$ cat src/rtl/visor_poke_mailbox.sv
// Visor-to-target poke mailbox: show-ahead FIFO of 16-bit words with a pollable status word.
// Latency: a word pushed on edge N is visible on tg_data right after edge N (0-cycle read).
// Backpressure: poke_ready = !full from registered count; a flush drops any word offered that cycle.
//
// Ports:
//   sysclk, sysreset_n      clock and asynchronous active-low reset
//   poke_data/valid/ready   visor push handshake
//   flush                   synchronous clear of pointers, count and underflow
//   tg_data_rd, tg_data     target pop strobe and head word (0 when empty)
//   tg_stat_rd, tg_stat     target status strobe and status word
//                           {not_empty, full, underflow, 5'b0, count[7:0]}
//   empty                   no words held
module visor_poke_mailbox #(
    parameter int DEPTH = 8,
    parameter int AW    = 3
) (
    input  logic        sysclk,
    input  logic        sysreset_n,
    input  logic [15:0] poke_data,
    input  logic        poke_valid,
    output logic        poke_ready,
    input  logic        flush,
    input  logic        tg_data_rd,
    output logic [15:0] tg_data,
    input  logic        tg_stat_rd,
    output logic [15:0] tg_stat,
    output logic        empty
);

    localparam logic [AW:0] FULL_CNT = (AW+1)'(DEPTH);

    logic [15:0]   mem [DEPTH];
    logic [AW-1:0] rd_ptr_q, rd_ptr_d;
    logic [AW-1:0] wr_ptr_q, wr_ptr_d;
    logic [AW:0]   count_q, count_d;
    logic          underflow_q, underflow_d;

    logic full;
    logic push;
    logic pop;

    // Flags come only from registered count, so ready has no input-to-output path.
    assign full       = (count_q == FULL_CNT);
    assign empty      = (count_q == '0);
    assign poke_ready = !full;

    assign push = poke_valid && poke_ready;
    assign pop  = tg_data_rd && !empty;

    assign tg_data = empty ? 16'h0000 : mem[rd_ptr_q];
    assign tg_stat = {!empty, full, underflow_q, 5'b0_0000, 8'(count_q)};

    always_comb begin
        rd_ptr_d    = rd_ptr_q;
        wr_ptr_d    = wr_ptr_q;
        count_d     = count_q;
        underflow_d = underflow_q;

        if (flush) begin
            // Flush beats push and pop: an offered word is dropped.
            rd_ptr_d    = '0;
            wr_ptr_d    = '0;
            count_d     = '0;
            underflow_d = 1'b0;
        end else begin
            if (push) wr_ptr_d = wr_ptr_q + AW'(1);
            if (pop)  rd_ptr_d = rd_ptr_q + AW'(1);

            if (push && !pop)      count_d = count_q + (AW+1)'(1);
            else if (pop && !push) count_d = count_q - (AW+1)'(1);

            // Status read clears the sticky bit, but a fresh underflow in the same cycle wins.
            if (tg_stat_rd)              underflow_d = 1'b0;
            if (tg_data_rd && empty)     underflow_d = 1'b1;
        end
    end

    always_ff @(posedge sysclk or negedge sysreset_n) begin
        if (!sysreset_n) begin
            rd_ptr_q    <= '0;
            wr_ptr_q    <= '0;
            count_q     <= '0;
            underflow_q <= 1'b0;
        end else begin
            rd_ptr_q    <= rd_ptr_d;
            wr_ptr_q    <= wr_ptr_d;
            count_q     <= count_d;
            underflow_q <= underflow_d;
        end
    end

    // Storage is deliberately unreset; the pointers alone define what is valid.
    always_ff @(posedge sysclk) begin
        if (push && !flush) mem[wr_ptr_q] <= poke_data;
    end

endmodule

$ cat config.mk
export PLATFORM = sky130hd
export DESIGN_NAME = visor_poke_mailbox
export DESIGN_NICKNAME = d
export VERILOG_FILES = /design/src/rtl/visor_poke_mailbox.sv
export SDC_FILE = /design/constraint.sdc
export NUM_CORES = 1
export LEC_CHECK = 0
export BUFFER_PORTS_ARGS = -buffer_cell sky130_fd_sc_hd__clkbuf_2
export CAP_MARGIN = 20
export CORE_MARGIN = 3
export CORE_UTILIZATION = 25
export DETAILED_ROUTE_END_ITERATION = 8
export PLACE_DENSITY = 0.52
export SYNTH_ARGS = -nofsm -noshare
export SYNTH_HDL_FRONTEND = slang
export SYNTH_SLANG_ARGS = --single-unit
$ cat constraint.sdc
create_clock -name sysclk -period 3.3 [get_ports sysclk]
set_clock_uncertainty 0.2 [all_clocks]
set_input_delay 0.165 -clock sysclk [delete_from_list [all_inputs] [get_ports sysclk]]
set_output_delay 0.165 -clock sysclk [all_outputs]
set_load 0.03 [all_outputs]
---- Yosys cells after proc, flatten, opt, wreduce, memory -nomap -nowiden ----
Memory sizes are Yosys's and may differ from the RTL's.
Index checks and enable logic that the tools add are counted.
cells by class
  $add $sub $neg .......................... 4
  multipliers ............................. 0
  div/mod/pow operators ................... 0
  order comparisons ....................... 0
  eq/ne operators ......................... 1
  shift-type cells ........................ 0
  multiplexer cells ....................... 13
  bitwise gates (word level) .............. 0
  reduce and logical (&&, ||, !) cells .... 16
operators by type and width
  cell                                                                number
  16-bit 2-to-1 mux                                                   1
  3-bit 2-to-1 mux                                                    4
  4-bit 2-to-1 mux                                                    3
  3-bit by 1-bit adder with 3-bit output, second input constant       2
  1-bit logical AND                                                   6
  3-bit nonzero test                                                  2
  1-bit logical NOT                                                   5
  1-bit 2-to-1 mux                                                    5
  4-bit by 1-bit adder with 4-bit output, second input constant       1
  4-bit equality test, second input constant                          1
  4-bit logical NOT                                                   1
  2-bit nonzero test                                                  2
  4-bit by 1-bit subtractor with 4-bit output, second input constant  1
storage, ports and cells
  bits in registers ....................... 11
  latch bits .............................. 0
  bits in writable memories ............... 128
  bits in read-only memories .............. 0
  input bits .............................. 22
  word-level logic and storage cells ...... 39
  memories ................................ 1
memories
  name  depth  width  rd ports  clocked after memory_dff  wr ports  RTL line  text
  mem   8      16     1         0                         1         32        logic [15:0] mem [DEPTH];

---- Longest topological paths before layout ----
Gate-level depths: netlist of run 1.
  depth after elaboration ................. 8
  mapped depth ............................ 8
  depth with buffers taken out ............ 7

---- Least setup slack after synthesis of run 1 ----
No wires, ideal clock.
  path type ............................... reg-to-reg
  start ................................... register count_q[1]
  end ..................................... memory mem[0][0], enable pin
  setup time .............................. 0.409 ns
  arrival ................................. 2.549 ns
  slack ................................... 0.142 ns
  stages on the path, launching flop included .. 6
  buffers on the path ..................... 1
  period minus slack after synthesis ...... 3.158 ns
  cells stage by stage .................... dfrtp_1 > or4b_1 > buf_4 > nand2_2 > or3_1 > nor3_1
between the ends
  cells in the longest elaborated chain, start to end .. 6
RTL lines
  item                                    RTL line  text
  start: declaration                      35        logic [AW:0] count_q, count_d;
  start signal: assignment                87        count_q <= count_d;
  4-bit equality test                     43        assign full = (count_q == FULL_CNT);
  1-bit logical NOT                       45        assign poke_ready = !full;
  net poke_ready                          21        output logic poke_ready,
  1-bit logical AND                       47        assign push = poke_valid && poke_ready;
  1-bit logical AND                       94        if (push && !flush) mem[wr_ptr_q] <= poke_data;
  1-bit 2-to-1 mux                        94
  1-bit 2-to-1 mux (not written as such)  94
  end: declaration                        32
The timed path passes the listed nets, and every way through them passes these cells.

---- Worst setup path in the final report of run 1 ----
  start ................................... register count_q[1]
  end ..................................... register underflow_q
between the ends
  cells in the longest elaborated chain, start to end .. 4
  elaborated cells on any way between the ends .. 5
  those cells by class .................... 2 x mux; 3 x reduce/logical
RTL lines
  item                    RTL line  text
  4-bit logical NOT (*)   44        assign empty = (count_q == '0);
  1-bit logical AND (*)   74        if (tg_data_rd && empty) underflow_d = 1'b1;
  1-bit 2-to-1 mux        74
  1-bit 2-to-1 mux        59        if (flush) begin
  end signal: assignment  88        underflow_q <= underflow_d;
  end: declaration        36        logic underflow_q, underflow_d;
Mark *: on every way between the ends. The rest lies on a longest branch, timed or not.
A chain may end at the register's enable or synchronous reset.

==> results of run 1 <==
## flip-flops by register name, indices dropped and copies added (netlist names)
name         count
count_q          4
mem            128
rd_ptr_q         3
underflow_q      1
wr_ptr_q         3
## cell usage in the layout (no fill, tap or decap), drive strengths merged, types with 3 or more instances in the layout
| master | netlist | routed |
|---|---|---|
| mux4 | 32 | 32 |
| inv | 6 | 12 |
| a21oi | 8 | 8 |
| ha | 4 | 4 |
| bufinv | 0 | 3 |
| mux2i | 18 | 18 |
| nor2 | 30 | 30 |
| o21ai | 3 | 3 |
| clkbuf | 3 | 63 |
| nor3 | 3 | 3 |
| xor2 | 4 | 4 |
| nand2 | 6 | 6 |
| conb | 1 | 9 |
| clkinv | 0 | 5 |
| buf | 24 | 15 |
| dlygate4sd3 | 0 | 24 |
| nand3 | 8 | 8 |
| edfxtp | 128 | 128 |
| dfrtp | 11 | 11 |
## routing by layer
metal  GRT usage [%]  share of wire, %  vias up
met1            12.3                44     1523
met2            16.5                51       61
met3            2.94               4.0       13
met5               0                 0        -
met4            3.64               1.2        0
li1                -                 -     1364
## worst max-delay path by stage
stage / end / slack [ps] / cells after the start
after floorplan: mem[0][0]$_DFFE_PP_ / 140 / 5
after global placement: count_q[3]$_DFFE_PN0P_ / 670 / 7
after detailed placement: count_q[3]$_DFFE_PN0P_ / 520 / 7
after CTS: underflow_q$_DFFE_PN0P_ / 170 / 6
after global routing: underflow_q$_DFFE_PN0P_ / 10 / 6
final: underflow_q$_DFFE_PN0P_ / 180 / 6
## worst max-delay path: stages, from the launching register on
cell	delay (ps)
dfrtp_1	460
or4_1	690
inv_2	390
a21oi_1	120
dlygate4sd3_1	570
nor2_1	80
dlygate4sd3_1	550
## kinds of logic (layout without fill, tap and decap cells)
| group | Yosys count | after routing | synth area share (%) |
|---|---|---|---|
| adders and majority gates | 5 | 5 | 1.22 |
| xor gates and xnor gates | 5 | 5 | 0.765 |
| DFF | 139 | 139 | 72.0 |
| and+or+nand+nor | 58 | 58 | 4.87 |
| other | 1 | 9 | 0.0655 |
| AOI/OAI and AO/OA | 16 | 16 | 1.77 |
| buffers and inverters | 33 | 122 | 3.41 |
| muxes | 51 | 51 | 15.9 |
## power by group
| group | switching (W) | internal, W |
|---|---|---|
| clock network | 0.000741 | 0.00120 |
| logic | 0.00102 | 0.000667 |
| registers | 0.000119 | 0.00201 |
## final cells by class
type	count	area, um^2	area share (%)
Multi-Input combinational cell	144	1450	20.3
Tap cell	280	350	4.90
Timing Repair Buffer	85	596	8.33
Clock inverter	14	185	2.59
Sequential cell	139	4120	57.6
Inverter	6	22.5	0.315
Clock buffer	17	425	5.95
## stage by stage
step / utilization (%) / std cells / setup WS (ps) / power [W]
final: 32.3 / 685 / 175 / 0.00576
after CTS: 32.3 / 685 / 172 / 0.00585
after global placement: 28.4 / 630 / 670 / 0.00383
after floorplan: - / 316 / 142 / 0.00341
after global routing: 32.3 / 685 / 12.0 / 0.00605
after detailed placement: 28.4 / 630 / 517 / 0.00385
## Yosys cell counts, drive strengths merged, types with 2 or more instances
master	instances	share of area (%)
mux4	32	13
nor2	30	2.0
clkbuf	3	0.20
mux2i	18	3.1
nor2b	2	0.22
o21ai	3	0.26
nor3	3	0.26
dfrtp	11	4.8
buf	24	2.8
inv	6	0.39
nand2b	2	0.22
ha	4	0.87
nand3	8	0.70
or3	2	0.31
a21oi	8	0.70
edfxtp	128	67
nand2	6	0.44
xor2	4	0.61
==> results.yml, run 1 <==
status:
  outcome: "completed"
drt:
  wire_per_inst_um: 16.9
  via_per_inst: 4.32
  wirelength_um: 11600
  detailroute.via_count: 2961
  first_pass_iters: 5
  antenna_left: 0
  drt_iter0_drc: 149
  route.detailed.drc: 0
clock_tree:
  numCtsBuffers: 17
  cts_tree: "done"
  clock-sinks: 139
  ctsRootBufferMaster: "clkbuf_16"
  clk_pin_slew_ps: 60
  post_cts_buffers: 0
  cts_hold_buffers: 24
  cts_resized: 0
  clock_path_buffers: 2
  htreeDepth: 4
  clk_latency_ps: 410
flow_run:
  drv_cap: 0
global_route:
  grt_max_degree: 19
  grt_pass1_vias: 3122
  antenna_found_initial: 0
  grt_first_pass_wirelength_um: 17900
  grt_util_all_layers_pct: 9.91
  overflow: 0
floorplan:
  die_area_mm2: 0.0247
  core_mm2: 0.0222
  die_h_um: 157
  num_rows: 54
  initial_core_util_pct: 25.8
  ios: 56
  die_w_um: 157
logic_synthesis:
  synth-main-ff-cell: "edfxtp_1"
  avgSynthCellArea_um2: 18.6
  syn_inst: 308
  async_flop_share_pct: 7.91
  ys_ff_latch: 139
  yosysUniqueCellTypes: 38
  synth_area_mm2: 0.00572
  synth_edf_count: 128
  ys_warn_count: 0
  ys_seq_area_share_pct: 72.0
timing:
  fin_tns_setup_ps: 0
  timing.hold.ws_ps: 36.2
  max_slew_margin_pct: 50.5
  min_period_ps: 3120
  rsz0062_at_grt: "no"
  setup_viol: 0
  worstMarginPinSlew_ps: 743
  max_freq_mhz: 320
  finalHoldViolCount: 0
  min_period_over_period_pct: 94.7
  report.final.slew_viol_count: 0
setup_path:
  arrival_ps: 3280
  worstPathRequired_ps: 3450
  critPathKind: "reg2reg"
  startpoint: "count_q[1]$_DFFE_PN0P_"
  ff2ff_setup_slack_ps: 180
  r2r-start: "count_q[1]$_DFFE_PN0P_"
  worst_setup_path_end_kind: "flop"
  worst-path-max-fanout: 18
  ff2ff_path_depth: 6
  cp-start-kind: "flop"
  r2r-end: "underflow_q$_DFFE_PN0P_"
worst_hold_path:
  hold_path_depth: 4
  hp-class: "in2reg"
  worst_hold_path.endpoint: "rd_ptr_q[2]$_DFFE_PN0P_"
  min-delay-start: "tg_data_rd"
place:
  place_area_mm2: 0.00630
  dpl.hpwl_um: 7180
  port_buffers: 46
  place_congestion: 0.751
finish:
  area_delta_synth_final_pct: 24.9
  final_nets: 420
  finalInstanceArea_mm2: 0.00715
  n_antenna_cell: 0
  drive_gt1_share_pct: 33.1
  num-fill-cells: 2143
pwr:
  power_density_mw_per_mm2: 806
  p_leak_nw: 2.45
  peakVddDrop_v: 0.000282
(Power assumes the default switching activity.)
==> run 2, diff against run 1 <==
Settings changed: PLACE_DENSITY 0.52 to 0.54.
Clock period 3.3 ns to 2.85 ns, I/O delays scaled along.
==> results.yml, run 2 (synthesis results as in run 1) <==
pwr:
  p_seq_share_pct: 35.3
  pwr-share-clk_pct: 35.4
  power_density_mw_per_mm2: 952
  p_leak_nw: 2.44
  power.switching_w: 0.00211
  peakVddDrop_v: 0.000456
  p_comb_share_pct: 29.3
  intPower_w: 0.00472
  p_sw_share_pct: 30.9
global_route:
  grt_max_degree: 35
  antenna_found_initial: 0
  overflow: 0
  grt_util_all_layers_pct: 9.62
  grt_pass1_vias: 3137
  grt_first_pass_wirelength_um: 17400
place:
  place_congestion: 0.730
  placed_cells: 627
  dpl.hpwl_um: 6660
  place_area_mm2: 0.00628
  port_buffers: 46
setup_path:
  worstPathRequired_ps: 2510
  worst_setup_path_end_kind: "output pin"
  ff2ff_setup_slack_ps: 200
  critPathKind: "reg2out"
  worst-path-max-fanout: 18
  cp-start-kind: "flop"
  path_cells: "or4_1 > inv_2 > nor2_1 > clkbuf_2"
  slowest_delay_ps: 670
  crit_slowest_cell: "or4_1"
  arrival_ps: 2330
floorplan:
  core_mm2: 0.0222
  ios: 56
  num_rows: 54
  die_area_mm2: 0.0247
  die_w_um: 157
  die_h_um: 157
  initial_core_util_pct: 25.8
clock_tree:
  ctsRootBufferMaster: "clkbuf_16"
  clock-sinks: 139
  clock_path_buffers: 2
  clk_pin_slew_ps: 60
  clk_latency_ps: 420
  cts_tree: "done"
  htreeDepth: 4
  numCtsBuffers: 17
  cts_resized: 0
finish:
  final_common_cell: "edfxtp_1"
  drive_gt1_share_pct: 31.8
  layout_common_cells: "edfxtp_1, clkbuf_2, mux4_2, nor2_1, dlygate4sd3_1"
  largest_register_ffs: 128
  regMostFlops: "mem"
  stdcell_count: 683
  final_nets: 417
  largestRegisters: "mem: 128 flops, count_q: 4 flops"
  num-fill-cells: 2153
  multi_input_area_mm2: 0.00145
  utilization_pct: 32.4
  area_delta_synth_final_pct: 25.3
  finalInstanceArea_mm2: 0.00717
  seq_area_mm2: 0.00412
  n_antenna_cell: 0
flow_run:
  drv_cap: 0
drt:
  drt_iter0_drc: 166
  first_pass_iters: 6
  antenna_left: 0
  m1WireLength_um: 4990
  wl_met3_um: 456
  detailroute.via_count: 2908
  wire_per_inst_um: 16.5
  via_per_inst: 4.26
  wl_met2_um: 5650
  route.detailed.drc: 0
  top_layer_used: "met4"
  wirelength_um: 11300
timing:
  timing.hold.ws_ps: 346
  max_freq_mhz: 375
  fin_tns_setup_ps: 0
  finalHoldViolCount: 0
  min_period_ps: 2670
  max_slew_margin_pct: 61.0
  min_period_over_period_pct: 93.6
  setup_viol: 0
  worstMarginPinSlew_ps: 583
  report.final.slew_viol_count: 0
  rsz0062_at_grt: "no"
worst_hold_path:
  hp-class: "in2reg"
status:
  outcome: "completed"
[run 2: cell types whose count changed in the layout (fill, tap and decap cells not counted)]
cell | previous run | this run
buf_4 | 14 | 11
bufinv_16 | 3 | 6
clkbuf_1 | 0 | 1
clkinv_1 | 0 | 3
clkinv_2 | 1 | 2
clkinv_4 | 4 | 1
clkinvlp_4 | 0 | 2
inv_6 | 5 | 0
inv_8 | 1 | 0
[run 2: final cells by class]
cell class | instances | area share, %
clock inverter | 14 | 3.14
timing repair buffer | 82 | 7.99
clock buffer | 18 | 5.98
multi-input combinational | 144 | 20.2
tap | 280 | 4.89
inverter | 6 | 0.314
sequential | 139 | 57.5
[run 2: final timing paths]
kind                                         start                       to  cells after the start
max                         count_q[1]$_DFFE_PN0P_              tg_data[12]                      4
min                                  poke_data[15]     mem[7][15]$_DFFE_PP_                      2
max reg2reg                 count_q[1]$_DFFE_PN0P_   count_q[3]$_DFFE_PN0P_                      7
min reg2reg                rd_ptr_q[2]$_DFFE_PN0P_  rd_ptr_q[2]$_DFFE_PN0P_                      2
max in group asynchronous               sysreset_n  rd_ptr_q[0]$_DFFE_PN0P_                      3
min in group asynchronous               sysreset_n   count_q[1]$_DFFE_PN0P_                      3
[run 2: repair_timing]
action,in CTS,in global routing
endpoints found under the hold margin,150,0
hold buffers,24,0
setup buffers,0,0
[run 2: critical path: cells and delay by family (launching register included)]
family / cells / cell delay (ps)
buf+inv: 2 / 620
flops: 1 / 470
simple gates: 2 / 810
[run 2: power groups by stage]
stage | Combinational [W] | Sequential (W) | Clock, W
floorplan | 0.00148 | 0.00247 | 0
global placement | 0.00198 | 0.00244 | 0
detailed placement | 0.00200 | 0.00245 | 0
CTS | 0.00205 | 0.00241 | 0.00247
global route | 0.00218 | 0.00242 | 0.00256
finish | 0.00200 | 0.00241 | 0.00242
[run 2: per-stage QoR]
| step | power (W) | setup slack (ps) |
|---|---|---|
| after detailed placement | 0.00446 | 219 |
| after global routing | 0.00717 | 45.8 |
| final | 0.00683 | 182 |
| after floorplan | 0.00396 | 132 |
| after global placement | 0.00441 | 370 |
| after CTS | 0.00693 | 105 |
[run 2: metal layers]
layer	global-route usage, %	vias to the layer above
met2	15.8	66
li1	-	1362
met3	2.69	17
met1	11.8	1463
met4	4.38	0
met5	0	-
==> run 3, diff against run 2 <==
Settings changed: BUFFER_PORTS_ARGS -buffer_cell sky130_fd_sc_hd__clkbuf_2 to -buffer_cell sky130_fd_sc_hd__buf_2.
==> results.yml, run 3 (synthesis results as in run 1) <==
pwr:
  peakVddDrop_v: 0.000533
  power_density_mw_per_mm2: 922
  p_leak_nw: 2.40
global_route:
  antenna_found_initial: 0
  grt_first_pass_wirelength_um: 17900
  grtUsageMet3_pct: 3.08
  busiest_layer: "met2"
  grt_pass1_vias: 3245
  grt_util_all_layers_pct: 9.77
  grt_max_degree: 35
  met2_usage_pct: 16.7
  use_met1_pct: 11.8
  overflow: 0
timing:
  worst_slack_ps: 196
  fin_tns_setup_ps: 0
  report.final.slew_viol_count: 0
  worstMarginPinSlew_ps: 578
  max_freq_mhz: 377
  min_period_over_period_pct: 93.1
  timing.hold.ws_ps: 342
  rsz0062_at_grt: "no"
  max_slew_margin_pct: 61.3
  setup_viol: 0
  finalHoldViolCount: 0
  min_period_ps: 2650
drt:
  wire_per_inst_um: 16.7
  via_per_inst: 4.28
  drt_iter0_drc: 160
  wirelength_um: 11400
  first_pass_iters: 4
  detailroute.via_count: 2922
  route.detailed.drc: 0
  antenna_left: 0
clock_tree:
  clk_pin_slew_ps: 60
  clock_path_buffers: 2
  numCtsBuffers: 17
  htreeDepth: 4
  clk_latency_ps: 410
  cts_tree: "done"
  clock-sinks: 139
  ctsRootBufferMaster: "clkbuf_16"
setup_path:
  critPathKind: "reg2reg"
  ff2ff_setup_slack_ps: 200
  worst-path-max-fanout: 8
  worst_setup_path_end_kind: "flop"
  cp-start-kind: "flop"
  worstPathRequired_ps: 2980
  arrival_ps: 2780
flow_run:
  drv_cap: 0
status:
  outcome: "completed"
place:
  dpl.hpwl_um: 6660
  dp_slack_ps: 211
  port_buffers: 46
  place_congestion: 0.751
finish:
  area_delta_synth_final_pct: 24.0
  regMostFlops: "mem"
  layout_common_cells: "edfxtp_1, buf_2, mux4_2, nor2_1, dlygate4sd3_1"
  num-fill-cells: 2166
  n_antenna_cell: 0
  final_common_cell: "edfxtp_1"
  final_nets: 417
  largest_register_ffs: 128
  drive_gt1_share_pct: 31.5
  largestRegisters: "mem: 128 flops, count_q: 4 flops"
floorplan:
  core_mm2: 0.0222
  num_rows: 54
  die_area_mm2: 0.0247
  die_w_um: 157
  initial_core_util_pct: 25.8
  ios: 56
  die_h_um: 157
worst_hold_path:
  hp-class: "in2reg"
[run 3: timing repair]
| action | in CTS | in global routing |
|---|---|---|
| hold buffers | 24 | 0 |
| setup buffers | 0 | 0 |
| endpoints found under the hold margin | 150 | 0 |
| resized for setup | 0 | 0 |
[run 3: layout make-up]
cell class	count	area, um^2	share of cell area [%]
Sequential cell	139	4120	58.0
Timing Repair Buffer	82	573	8.07
Clock buffer	18	429	6.05
Clock inverter	14	154	2.17
Multi-Input combinational cell	144	1450	20.4
Tap cell	280	350	4.93
Inverter	6	22.5	0.317
[run 3: worst paths after layout]
| kind | from | end | cells past startpoint |
|---|---|---|---|
| max reg2reg | count_q[1]$_DFFE_PN0P_ | count_q[3]$_DFFE_PN0P_ | 7 |
| min in group asynchronous | sysreset_n | count_q[1]$_DFFE_PN0P_ | 3 |
| max | count_q[1]$_DFFE_PN0P_ | count_q[3]$_DFFE_PN0P_ | 7 |
| max in group asynchronous | sysreset_n | rd_ptr_q[0]$_DFFE_PN0P_ | 3 |
| min reg2reg | wr_ptr_q[0]$_DFFE_PN0P_ | wr_ptr_q[0]$_DFFE_PN0P_ | 2 |
| min | poke_data[3] | mem[2][3]$_DFFE_PP_ | 2 |
[run 3: critical path: stages, from the launching register on]
cell and delay, ps:
dfrtp_1 460, o31ai_2 430, nand3_1 200, ha_1 380, nand3_1 110, and2_4 170
or3b_2 440, a41oi_1 190
[run 3: metrics by stage]
step | utilization [%] | total power (W) | instance area [um^2] | cells
floorplan | - | 0.00396 | 5760 | 316
global placement | 28.3 | 0.00441 | 6280 | 627
detailed placement | 28.3 | 0.00446 | 6280 | 627
CTS | 32.0 | 0.00666 | 7100 | 683
global route | 32.0 | 0.00689 | 7100 | 683
finish | 32.0 | 0.00655 | 7100 | 683
[run 3: metal layers]
layer / up-vias / routed length [um]
met2: 64 / 5770
met5: - / 0
met1: 1492 / 5000
li1: 1356 / -
met4: 0 / 115
met3: 10 / 502
[run 3: power by group]
part	total (W)	internal, W	leakage, nW	switching, W
Sequential	0.00241	0.00233	1.30	0.0000803
Combinational	0.00199	0.000763	0.830	0.00123
Clock	0.00215	0.00136	0.272	0.000789
